**config.mk**
```make
export PLATFORM = sky130hd
export DESIGN_NAME = ascon_round_sequencer
export DESIGN_NICKNAME = d
export VERILOG_FILES = /design/src/rtl/ascon_round_sequencer.sv
export SDC_FILE = /design/constraint.sdc
export NUM_CORES = 1
export LEC_CHECK = 0
export ABC_AREA = 1
export CORE_MARGIN = 3
export CORE_UTILIZATION = 32
export DETAILED_ROUTE_END_ITERATION = 6
export PLACE_DENSITY_LB_ADDON = 0.25
export SYNTH_ARGS = -nofsm -noshare
export SYNTH_HDL_FRONTEND = slang
export SYNTH_SLANG_ARGS = --single-unit
```
**constraint.sdc**
```tcl
create_clock -name i_clk -period 1.77 [get_ports i_clk]
set_clock_uncertainty 0.2 [all_clocks]
set_input_delay 0.4425 -clock i_clk [delete_from_list [all_inputs] [get_ports i_clk]]
set_output_delay 0.4425 -clock i_clk [all_outputs]
set_load 0.05 [all_outputs]
```
**src/rtl/ascon_round_sequencer.sv**
```systemverilog
// Round-index sequencer for the Ascon permutation: a start/done handshake around an N-round
// counter that walks the constant schedule 12-N..11. Optional abort input: `ASCON_SEQ_ABORT_EN.
module ascon_round_sequencer #(
  parameter int NB_ROUNDS_A = 12,
  parameter int NB_ROUNDS_B = 6,
  parameter int ROUND_W     = 4
) (
  input  logic               i_clk,
  input  logic               i_rst,
  input  logic               i_start,
  input  logic               i_mode,
  input  logic               i_done_ack,
`ifdef ASCON_SEQ_ABORT_EN
  input  logic               i_abort,
`endif
  output logic               o_ready,
  output logic               o_state_load,
  output logic [ROUND_W-1:0] o_round,
  output logic               o_round_valid,
  output logic               o_first_round,
  output logic               o_last_round,
  output logic               o_done
);

  if (NB_ROUNDS_A < 1 || NB_ROUNDS_A > 12 || NB_ROUNDS_B < 1 || NB_ROUNDS_B > 12 || ROUND_W != 4)
  begin : g_bad_param
    $fatal(1, "ascon_round_sequencer: round counts must be 1..12 and ROUND_W must be 4");
  end

  typedef enum logic [1:0] {
    ST_IDLE = 2'd0,
    ST_RUN  = 2'd1,
    ST_DONE = 2'd2
  } state_e;

  // An N-round call starts at index 12-N so its last round always uses constant 11.
  localparam logic [ROUND_W-1:0] START_A    = ROUND_W'(12 - NB_ROUNDS_A);
  localparam logic [ROUND_W-1:0] START_B    = ROUND_W'(12 - NB_ROUNDS_B);
  localparam logic [ROUND_W-1:0] LAST_ROUND = ROUND_W'(11);

  state_e             state_q;
  logic [ROUND_W-1:0] round_q;
  logic [ROUND_W-1:0] round_d;
  logic [ROUND_W-1:0] start_idx_d;
  logic               valid_q;
  logic               first_q;
  logic               last_q;
  logic               done_q;
  logic               accept;
  logic               abort_w;

`ifdef ASCON_SEQ_ABORT_EN
  assign abort_w = i_abort;
`else
  assign abort_w = 1'b0;
`endif

  assign accept      = i_start && (state_q == ST_IDLE);
  assign round_d     = round_q + ROUND_W'(1);
  assign start_idx_d = i_mode ? START_B : START_A;

  // NOTE: state registers use non-blocking assignments only, so every update in this block
  // sees the pre-edge values regardless of statement order.
  always_ff @(posedge i_clk) begin
    if (i_rst) begin
      state_q <= ST_IDLE;
      round_q <= '0;
      valid_q <= 1'b0;
      first_q <= 1'b0;
      last_q  <= 1'b0;
      done_q  <= 1'b0;
    end else begin
      case (state_q)
        ST_IDLE: begin
          if (accept) begin
            state_q <= ST_RUN;
            round_q <= start_idx_d;
            valid_q <= 1'b1;
            first_q <= 1'b1;
            last_q  <= (start_idx_d == LAST_ROUND);
          end
        end
        ST_RUN: begin
          if (abort_w) begin
            state_q <= ST_IDLE;
            round_q <= '0;
            valid_q <= 1'b0;
            first_q <= 1'b0;
            last_q  <= 1'b0;
          end else if (round_q == LAST_ROUND) begin
            // Index holds at 11 through DONE; the counter never wraps.
            state_q <= ST_DONE;
            valid_q <= 1'b0;
            first_q <= 1'b0;
            last_q  <= 1'b0;
            done_q  <= 1'b1;
          end else begin
            round_q <= round_d;
            first_q <= 1'b0;
            last_q  <= (round_d == LAST_ROUND);
          end
        end
        ST_DONE: begin
          if (abort_w || i_done_ack) begin
            state_q <= ST_IDLE;
            round_q <= '0;
            done_q  <= 1'b0;
          end
        end
        default: begin
          state_q <= ST_IDLE;
          round_q <= '0;
          valid_q <= 1'b0;
          first_q <= 1'b0;
          last_q  <= 1'b0;
          done_q  <= 1'b0;
        end
      endcase
    end
  end

  assign o_ready       = (state_q == ST_IDLE);
  assign o_state_load  = accept;
  assign o_round       = round_q;
  assign o_round_valid = valid_q;
  assign o_first_round = first_q;
  assign o_last_round  = last_q;
  assign o_done        = done_q;

endmodule

```
* Yosys cells after proc, flatten, opt, wreduce, memory -nomap -nowiden
Cells that the tools add are included.
** Operators by class
- Add/subtract/negate cells :: 1
- Multiply operators :: 0
- Divide/modulo/power cells :: 0
- $lt $le $gt $ge :: 0
- Equality and inequality tests :: 9
- Shifts and indexed selects :: 0
- Muxes and demuxes :: 19
- Bitwise gates (word level) :: 2
- Reductions and logical operators :: 7
** Operator list (number)
- 2-to-1 mux 4 bit :: 3
- one-hot mux 4 bit (3 select lines) :: 1
- AND reduction 3 bit :: 4
- one-hot mux 1 bit (3 select lines) :: 3
- == test 4 bit, second input constant :: 2
- 2-to-1 mux 1 bit :: 6
- 2-to-1 mux 2 bit :: 3
- != test 2 bit, second input constant :: 3
- one-hot mux 2 bit (3 select lines) :: 1
- adder 4 x 1 -> 4 bit, second input constant :: 1
- == test 3 x 4 -> 1 bit, second input constant :: 1
- 2-to-1 mux 3 bit :: 1
- == test 2 x 1 -> 1 bit, second input constant :: 1
- == test 2 bit, second input constant :: 1
- logical NOT 2 bit :: 1
- != test 2 x 1 -> 1 bit, second input constant :: 1
- NOT 1 bit :: 2
- one-hot mux 1 bit (2 select lines) :: 1
- AND reduction 2 bit :: 1
- logical AND 1 bit :: 1
** Storage, ports and cells
- Register bits after elaboration :: 10
- Bits in latches :: 0
- Memory bits (writable) :: 0
- Memory bits (read-only) :: 0
- Memories :: 0

* Logic depth before layout (Yosys ltp)
- Word-level depth :: 4
- Mapped depth :: 8

* Worst setup path after synthesis
Ideal clock, no wire load.
- Path type :: input to output
- Start point :: input i_start
- End point :: output o_state_load
- Data arrival time :: 1194 ps
- Data required time :: 1127 ps
- Slack :: -66 ps
- Stages on the path :: 2
- Cells stage by stage :: inv_1 nor2_1
** Between the ends
- Longest elaborated chain between the ends :: 1
** RTL lines
- from (decl) :: line 10 : input logic i_start,
- logical AND 1 bit :: line 58 : assign accept = i_start && (state_q == ST_IDLE);
- to (decl) :: line 17 : output logic o_state_load,
No other way between the ends.

* Worst setup path after layout
- Start point :: register state_q[0]
- End point :: output o_state_load
** Between the ends
- Longest elaborated chain between the ends :: 2
** RTL lines
- from (decl) :: line 41 : state_e state_q;
- from (signal assigned) :: line 66 : state_q <= ST_IDLE;
- from (signal assigned) :: line 76 : state_q <= ST_RUN;
- from (signal assigned) :: line 85 : state_q <= ST_IDLE;
- logical NOT 2 bit :: line 58
- logical AND 1 bit :: line 58
No other way between the ends.

==> flow_summary.json <==
{
  "status": "complete, no violations",
  "required_ns": 1.13,
  "hold_violations": 0,
  "fin_ws_ns": 0.0715,
  "whs_ns": 0.293,
  "endpoint_kind": "output pin",
  "worstPathArrival_ns": 1.06,
  "max-slew-margin-rel_pct": 82.7,
  "grt_pass1_wl_um": 2080,
  "core_area_um2": 1400,
  "fin_area_um2": 857,
  "worstSkewPairLatency_ns": 0.26,
  "vdd.ir_drop.worst_mv": 0.388,
  "clockBufferDepth": 2,
  "grt_max_degree": 8,
  "ant_nets": 0,
  "gp_congestion": 0.820,
  "first_pass_iters": 4,
  "post-synth-top-area-fraction_pct": 38.8,
  "async_flop_share_pct": 0,
  "synth_seq_cells": 10,
  "grt_setup_unrepaired": "false",
  "grt_antenna_before_repair": 0,
  "cpMaxStageDelayCell": "dfxtp_2",
  "slew_violations": 0,
  "wire_per_inst_um": 10.5,
  "cp-start-kind": "register",
  "initial_core_util_pct": 36.9,
  "cts_sinks": 10,
  "critical-path-top-delay-family": "flip-flops",
  "worst_pin_slew_ns": 0.259,
  "worstHoldStart": "state_q[0]",
  "syn_nets": 83,
  "slowest_delay_ns": 0.35,
  "ys_warn_count": 0,
  "netlist_area_um2": 515,
  "tns_ns": 0,
  "path_clk_slew_ns": 0.07,
  "synth.distinct_cells": 16,
  "die_w_um": 46.1,
  "placed_cells": 108,
  "design.die.area_um2": 2130,
  "final_nets": 106,
  "pre_cts_slack_ns": -0.169,
  "synth_edf_count": 0,
  "synth_area_per_cell_um2": 6.78,
  "period_share_pct": 96.0,
  "first_iter_violations": 9,
  "cts_tree": "yes",
  "synth_top_cell_by_area": "dfxtp_1",
  "hold_path_class": "reg -> reg",
  "layout-drive-gt1-share_pct": 33.7,
  "place_area_um2": 805,
  "std_cell_rows": 13,
  "wl_um": 1190,
  "cp_cell_sequence": "inv_2, nand2_2, nor2_4, buf_12",
  "port_buffers": 14,
  "max_cap_violations": 0,
  "r2r_start": "o_round[0]",
  "fin_crit_ns": 1.70,
  "worstSetupPathType": "reg -> out",
  "place_hpwl_um": 953,
  "cts-root-buf": "clkbuf_4",
  "power_density_nw_per_um2": 761,
  "vias_per_cell": 4.84,
  "grt.total_usage_pct": 13.7,
  "synthCells": 76,
  "grt_overflow_total": 0,
  "yosysMostFrequentCell": "nand2_1",
  "crit_buf_inv": 2,
  "worstPathMaxFanout": 5,
  "stdcell_count": 113,
  "grt_pass1_vias": 508,
  "cts_max_level": 1,
  "setup_viol_count_final": 0,
  "seq_area_frac_synth_pct": 38.8,
  "synthFlopType": "dfxtp_1",
  "antenna_cells": 0,
  "drc_errors": 0,
  "power_leakage_nw": 0.400,
  "syn_to_final_growth_pct": 66.3,
  "cts_buffers": 3,
  "critPathLaunch": "state_q[0]",
  "vias": 547,
  "netlist_top_cells_area": "dfxtp_1, nand2_1, inv_1",
  "synth_common_cells": "nand2_1, inv_1, dfxtp_1",
  "die_y_um": 46.1,
  "pin_count": 15,
  "fmax_ghz": 0.589
}
final timing paths:
| check | endpoint | slack, ns | depth (start not counted) |
|---|---|---|---|
| setup / recovery | o_state_load | 0.07 | 4 |
| hold / removal | o_round_valid | 0.29 | 1 |
| setup reg to reg | o_round[2] | 0.28 | 6 |
| hold reg to reg | o_round_valid | 0.29 | 1 |
cell type report:
cell class / count / area, um^2
inverter: 15 / 56.3
clock buffer: 4 / 36.3
timing repair buffer: 18 / 269
tap: 15 / 18.8
multi-input combinational: 51 / 272
sequential: 10 / 205
fill: 133 / 542
metal layers:
metal / wire length, um / track usage [%]
met3: 60 / 3.91
met2: 625 / 24.7
met5: 0 / 0
met4: 8 / 5.11
met1: 493 / 14.8
worst register-to-register path: stages (launching register included):
cell     delay, ns
dfxtp_2       0.41
ha_1          0.22
nand3_1       0.15
nor2_2        0.18
nor2_4        0.07
nor2_1        0.11
nor2_2        0.05
what timing repair did:
item	4_1_cts	5_1_grt
buffers inserted	1	0
endpoints found under the setup margin	1	1
hold buffers	0	0
resized for setup	5	1
pin swaps	1	1
cell families (layout without fill, tap and decap cells):
family,count (synthesis),in the layout,synth area share (%)
AND/OR/NAND/NOR,39,39,34.5
buffers and inverters,15,37,10.9
AO/OA/AOI/OAI,10,10,10.9
flip-flops,10,10,38.8
adder cells (fa/ha/maj),2,2,4.85
registers in the layout (all words and copies together), names as in the netlist:
signal         cells
o_done             1
o_first_round      1
o_last_round       1
o_round            4
o_round_valid      1
state_q            2
power breakdown:
group	internal [W]	switching [W]
clock	0.000125	0.0000814
combinational	0.0000848	0.000102
sequential	0.000239	0.0000210
total	0.000448	0.000204
stage by stage:
step	utilization, %	total power (W)
2_1_floorplan	-	0.000357
3_3_place_gp	57.5	0.000445
3_5_place_dp	57.5	0.000448
4_1_cts	61.1	0.000658
5_1_grt	61.3	0.000692
6_report	61.3	0.000652
layout by cell type (no fill, tap or decap), drive strengths merged:
cell | synthesis | routed
o211ai | 1 | 1
a21oi | 7 | 7
nor2 | 10 | 10
nand2 | 19 | 19
dlygate4sd2 | 0 | 1
nand3 | 8 | 8
buf | 0 | 14
ha | 2 | 2
nand3b | 1 | 1
clkdlybuf4s50 | 0 | 3
o21ai | 2 | 2
dfxtp | 10 | 10
inv | 15 | 15
clkbuf | 0 | 4
nand4 | 1 | 1
(Power assumes the default switching activity.)
